$ cat config.mk
export PLATFORM = sky130hd
export DESIGN_NAME = debounce_multi
export DESIGN_NICKNAME = d
export VERILOG_FILES = /design/src/rtl/debounce_multi.sv
export SDC_FILE = /design/constraint.sdc
export NUM_CORES = 1
export LEC_CHECK = 0
export BUFFER_PORTS_ARGS = -buffer_cell sky130_fd_sc_hd__buf_2
export CAP_MARGIN = 20
export CORE_UTILIZATION = 59
export DETAILED_ROUTE_END_ITERATION = 7
export GPL_ROUTABILITY_DRIVEN = 1
export PLACE_DENSITY = 0.77
export SYNTH_ARGS = -nofsm -noshare
export SYNTH_HDL_FRONTEND = slang
export SYNTH_SLANG_ARGS = --single-unit
$ cat constraint.sdc
create_clock -name clk -period 4 [get_ports clk]
set_input_delay 0.8 -clock clk [delete_from_list [all_inputs] [get_ports clk]]
set_output_delay 0.8 -clock clk [all_outputs]
set_load 0.05 [all_outputs]
$ cat src/rtl/debounce_multi.sv
// Multi-channel button/switch debouncer: per-channel synchroniser, symmetric
// press/release debounce FSM and optional auto-repeat tick generator.
module debounce_multi #(
    parameter int unsigned CH          = 4,
    parameter int unsigned N           = 22,
    parameter int unsigned SYNC_STAGES = 2,
    parameter int unsigned REPEAT_EN   = 0,
    parameter int unsigned R           = 24
) (
    input  logic          clk,
    input  logic          reset,
    input  logic [CH-1:0] btn,
    output logic [CH-1:0] db_level,
    output logic [CH-1:0] press_tick,
    output logic [CH-1:0] release_tick,
    output logic [CH-1:0] repeat_tick,
    output logic          any_level
);

    typedef enum logic [1:0] {
        ZERO  = 2'b00,
        WAIT1 = 2'b01,
        ONE   = 2'b10,
        WAIT0 = 2'b11
    } state_t;

    localparam logic [N-1:0] CNT_ONE    = 1;
    localparam logic [R:0]   REP_ONE    = 1;
    localparam logic [R:0]   REP_TOP    = '1;
    localparam logic [R:0]   REP_RELOAD = {1'b1, {R{1'b0}}};

    for (genvar i = 0; i < CH; i++) begin : g_ch
        logic [SYNC_STAGES-1:0] sync_q;
        logic                   s;
        state_t                 state_q, state_d;
        logic [N-1:0]           cnt_q, cnt_d;
        logic [R:0]             rep_q, rep_d;
        logic                   db_q, press_q, release_q, repeat_q;
        logic                   press_d, release_d, repeat_d;

        always_ff @(posedge clk or negedge reset) begin
            if (!reset) begin
                sync_q <= '0;
            end else begin
                sync_q <= {sync_q[SYNC_STAGES-2:0], btn[i]};
            end
        end

        assign s = sync_q[SYNC_STAGES-1];

        always_comb begin
            state_d   = state_q;
            cnt_d     = cnt_q;
            rep_d     = rep_q;
            press_d   = 1'b0;
            release_d = 1'b0;
            repeat_d  = 1'b0;
            case (state_q)
                ZERO: begin
                    if (s) begin
                        cnt_d   = '1;
                        state_d = WAIT1;
                    end
                end
                WAIT1: begin
                    if (!s) begin
                        state_d = ZERO;
                    end else if (cnt_q != '0) begin
                        cnt_d = cnt_q - CNT_ONE;
                    end else begin
                        state_d = ONE;
                        press_d = 1'b1;
                        rep_d   = '0;
                    end
                end
                ONE: begin
                    if (!s) begin
                        cnt_d   = '1;
                        state_d = WAIT0;
                    end else if (REPEAT_EN != 0) begin
                        // Counter holds at the top value for one cycle, then
                        // restarts half-way so later repeats are 2^R apart.
                        if (rep_q == REP_TOP) begin
                            repeat_d = 1'b1;
                            rep_d    = REP_RELOAD;
                        end else begin
                            rep_d = rep_q + REP_ONE;
                        end
                    end
                end
                WAIT0: begin
                    if (s) begin
                        state_d = ONE;
                    end else if (cnt_q != '0) begin
                        cnt_d = cnt_q - CNT_ONE;
                    end else begin
                        state_d   = ZERO;
                        release_d = 1'b1;
                    end
                end
                default: begin
                    state_d = ZERO;
                end
            endcase
        end

        always_ff @(posedge clk or negedge reset) begin
            if (!reset) begin
                state_q   <= ZERO;
                cnt_q     <= '0;
                rep_q     <= '0;
                db_q      <= 1'b0;
                press_q   <= 1'b0;
                release_q <= 1'b0;
                repeat_q  <= 1'b0;
            end else begin
                state_q   <= state_d;
                cnt_q     <= cnt_d;
                rep_q     <= rep_d;
                db_q      <= (state_d == ONE) || (state_d == WAIT0);
                press_q   <= press_d;
                release_q <= release_d;
                repeat_q  <= repeat_d;
            end
        end

        assign db_level[i]     = db_q;
        assign press_tick[i]   = press_q;
        assign release_tick[i] = release_q;
        assign repeat_tick[i]  = repeat_q;
    end

    assign any_level = |db_level;

endmodule

Word level (Yosys, flattened, before mapping)
Cells that the tools add are included.

operators by class
  add/sub/neg operators = 4
  multipliers = 0
  div/mod/pow operators = 0
  magnitude comparators = 0
  equality and inequality tests = 36
  shift-type cells = 0
  multiplexer cells = 72
  bitwise operators = 0
  reduce and logical (&&, ||, !) cells = 17

operators by type and width
  operator               number
  $mux 22                20
  $pmux 22 s4            4
  $reduce_bool 22->1     4
  $sub 22x1->22 const B  4
  $mux 2                 24
  $eq 2x2->1 const B     16
  $ne 2x2->1 const B     16
  $pmux 2 s4             4
  $mux 1                 20
  $reduce_and 4->1       4
  $eq 2x1->1 const B     4
  $logic_not 2->1        4
  $logic_or 1x1->1       4
  $reduce_or 4->1        1

word-level totals
  register bits = 116
  latch bits = 0
  RAM bits = 0
  memory bits (read-only) = 0
  input port bits = 6
  logic and storage cells = 153
  memories kept = 0

Longest topological paths before layout
  word-level depth = 6
  depth in mapped cells = 9

Least setup slack after synthesis
No wires, ideal clock.

  path kind = reg2reg
  start = reg g_ch[2].cnt_q[0]
  end = reg g_ch[2].db_q
  library setup time = 0.125 ns
  data arrival time = 2.194 ns
  data required time = 3.875 ns
  setup slack = 1.681 ns
  stages on the path, launching flop included = 9
  buffers on the path = 2
  clock period less this slack = 2.319 ns
  path through = dfrtp_1 inv_1 ha_1 or3b_1 or3b_1 buf_2 or2_1 buf_2 mux2_4

between the ends
  cells in the longest elaborated chain, start to end = 6

RTL lines
  item                       line    text
  start: declaration         36      logic [N-1:0] cnt_q, cnt_d;
  start signal: assignment   118     cnt_q <= cnt_d;
  $reduce_bool 22->1 *       68, 94
  $mux 2 (on tied branches)  94, 68
  $mux 2 (on tied branches)  92, 66
  $pmux 2 s4 *               58      case (state_q)
  $eq 2x2->1                 120     db_q <= (state_d == ONE) || (state_d == WAIT0);
  $logic_or 1x1->1 *         120
  end signal: assignment     120
  end: declaration           38      logic db_q, press_q, release_q, repeat_q;

Mark *: on every way between the ends. The rest lies on a longest branch, timed or not.
A chain may end at the register's enable or synchronous reset.

Worst setup path in the final report
  start = reg g_ch[1].cnt_q[9]
  end = reg g_ch[1].cnt_q[18]

between the ends
  cells in the longest elaborated chain, start to end = 4

RTL lines
  item                                                 line
  start: declaration                                   36
  start signal: assignment                             118
  $sub 22x1->22 or $reduce_bool 22->1 (tied branches)  n/a
  $mux 22 *                                            68, 94
  $mux 22 (on tied branches)                           92, 66
  $pmux 22 s4 *                                        58

Mark *: on every way between the ends. The rest lies on a longest branch, timed or not. The select of a mux whose other input is x is not followed.

==> results.md <==
- Vias in the first global route: between 4,000 and 5,000
- Hold_ws: about 350 ps
- Reg clk slew, reported paths: 60 ps
- Post-Syn Area: approximately 6200 um2
- Post-CTS setup buffers: 0
- Lkg Pwr: between 2 and 3 nW
- Max-cap violation count: 0
- Max FO, Critical Path: 16
- Crit end category: flop
- Seq cells post-synth: 116
- Clock power share: 49.6%
- Syn Inst Count: 626
- RSZ-0062 raised after global routing: no
- First-pass GRT wire length: 21,510 um
- Endpoints failing setup: 0
- Setup TNS: 0 ps
- WS Path Type: flop to flop
- Initial DRC Count: 320
- R2r startpoint: g_ch[1].cnt_q[9]
- Multiplexer area fraction after synthesis: just under 3%
- DRC viols: 0
- Initial antenna violation count: 0
- Post-synthesis xor/xnor area fraction: about 3.1%
- Slew Limit Fails: 0
- Num rows: 36
- Core Area: approximately 10000 um2
- Most common library cells after synthesis: 116 x dfrtp_1, 66 x nor2_1, 35 x nand2_1, 32 x nand3_1
- Sequential element share of the synthesized area: 47.17%
- Synth Area in Adders: less than 1%
- Switching share of total power: 24.12%
- Grt total ovfl: 0
- Nets: around 640
- Post-synth top area cell: dfrtp_1
- Outcome: completed
- Final worst-path cycle share: 67.99%
- Library cells used by synthesis: just over 70
- Via density: 6.223
- Min-Delay Path Class: primary input to async pin
- Logic pwr share: a little under 7%
- Int Pwr: 2.389 mW
- Most numerous cell in the Yosys netlist: dfrtp_1
- Hpwl dp: 7934 um
- Hold violation total from the final report: 0
- Reg power frac: 43.6%
- YS warnings: 0
- Fin crit period: around 2700 ps
- GRT Overall Usage: 24.55%
- Fraction of layout cells with a size suffix above 1: 13.62%
- Achievable Freq: 0.3677 GHz
- Clock Latency Late Sink: 530 ps
- Ant diodes: 0
- PwrDens: 458.2 nW/um2
- Total number of vias: 4,848
- Worst setup SP type: flop
- GPL Wtd Cong: 0.7943
- Filler Cells Inserted: 734
- Clock tree from TritonCTS: built
- Max VDD drop: 0.0002776 V
- Largest net degree at the start of global routing: 65
- Clock Skew: 9.972 ps
- Slew HR: 37.62%
- Final ANT Viol Nets: 0
- Max Buffers Root-to-Sink: 2
- Power Total: 3.149 mW
- Post-synth EDFFs: 0
- Synth top area share: a little under half
- Layout area overhead: 11.69%
- FF-to-FF setup slack: 1280 ps
- Worst EP arrival: 3120 ps
- Largest family of logic cells by synthesized area: simple AND/OR/NAND/NOR gates
- Slew @ Worst Pin: 932.6 ps
- Most common flop cell mapped by yosys: dfrtp_1
- Clock buffer count from CTS: 17
- Worst EP required: 4400 ps
- Post-Route WL: 12,510 um
- Initial Util: 61.81%
- Post_cts resized: 0
- Async S/R FF share, synth: 100.0%
- 1st-pass router iterations: 4
- Beginning of the critical path: g_ch[1].cnt_q[9]
- Clk root buf: clkbuf_8
- Simple-gate share of the synthesized area: 29.75%
- Switching power: 0.7595 mW
- Ranking of synthesized cells by area: dfrtp_1 47%, nor2_1 4.0%, or4_1 3.4%
- H-tree depth: 4
- Drt wl/cell: 16.06 um
- Post-synthesis compound-gate area fraction: 11.75%
- Width of the die: 104.1 um
- Ports: 23
- # port buffers: 18
- Die area: 10,840 um2
- Hold Buf Count CTS: 0
- Syn_area_per_cell: around 9.8 um2
- CTS sink cnt: 116
- Die height: 104.1 um
## through the flow
stage / instances / util (%) / setup slack, ps / instance area (um2)
final: 779 / 69.04 / 1280 / 6873
after global routing: 779 / 69.04 / 1108 / 6873
after CTS: 779 / 69.04 / 1310 / 6873
after detailed placement: 747 / 62.81 / 1350 / 6252
after global placement: 747 / 62.81 / 1446 / 6252
after floorplan: 629 / - / 1681 / 6165
## layout by cell type (no fill, tap or decap), types with 10 or more instances in the layout
master,n
nand3_1,32
a31oi_1,10
o21ai_0,21
xnor2_1,12
clkbuf_16,16
and3_1,12
nand2_1,35
inv_1,15
a21oi_1,28
xor2_1,10
dfrtp_1,116
nor3_1,25
or4_1,28
nor4_1,13
buf_2,17
nor3b_1,19
o31ai_1,13
nor2_1,66
## layer usage
metal,global-route usage [%],routed length [um],vias up
li1,-,-,2327
met1,32.44,5803,2389
met2,38.90,5963,108
met3,6.454,570,24
met4,9.184,170,0
met5,0,0,-
## worst max-delay path, cell delays in order (launching register included)
cell      delay, ps
dfrtp_1         450
or4_1           620
nand2b_1        320
nor3_2          750
nor3_1          100
or3b_1          370
## worst paths after layout
check	end	cells after the start
max in group asynchronous	g_ch[1].cnt_q[11]	2
min in group clk	g_ch[2].sync_q[1]	0
worst max-delay path	g_ch[1].cnt_q[18]	5
worst max register to register	g_ch[1].cnt_q[18]	5
worst min register to register	g_ch[2].sync_q[1]	0
worst min-delay path	g_ch[1].cnt_q[8]	1
## area by class of cell
cell class / count / area, um2 / share of cell area (%)
multi-input cells: 459 / 2993 / 43.55
flip-flops and latches: 116 / 2903 / 42.24
clock buffers: 24 / 500.5 / 7.282
well taps: 133 / 166.4 / 2.421
repair buffers: 23 / 130.1 / 1.893
clock inverters: 8 / 120.1 / 1.748
inverters: 16 / 60.06 / 0.8738
## kinds of logic after synthesis
family,after synthesis
buffers and inverters,54
flip-flops,116
other,1
AND/OR/NAND/NOR,304
adder cells (fa/ha/maj),4
multiplexers,16
XOR/XNOR,22
AO/OA/AOI/OAI,109
## sequential cells by signal, summed over array words and instances (netlist names)
signal          flops
g_ch.cnt_q         88
g_ch.state_q        8
g_ch.sync_q         8
g_ch.db_q           4
g_ch.press_q        4
g_ch.release_q      4
## power groups by stage
stage               clock network (mW)  logic, mW  registers (mW)
floorplan                            0      0.164            1.36
global placement                     0      0.203            1.38
detailed placement                   0      0.215            1.39
CTS                               1.59      0.217            1.37
global route                      1.64      0.243            1.39
finish                            1.56      0.214            1.37
Note: power is estimated with default switching activity, not from simulation.
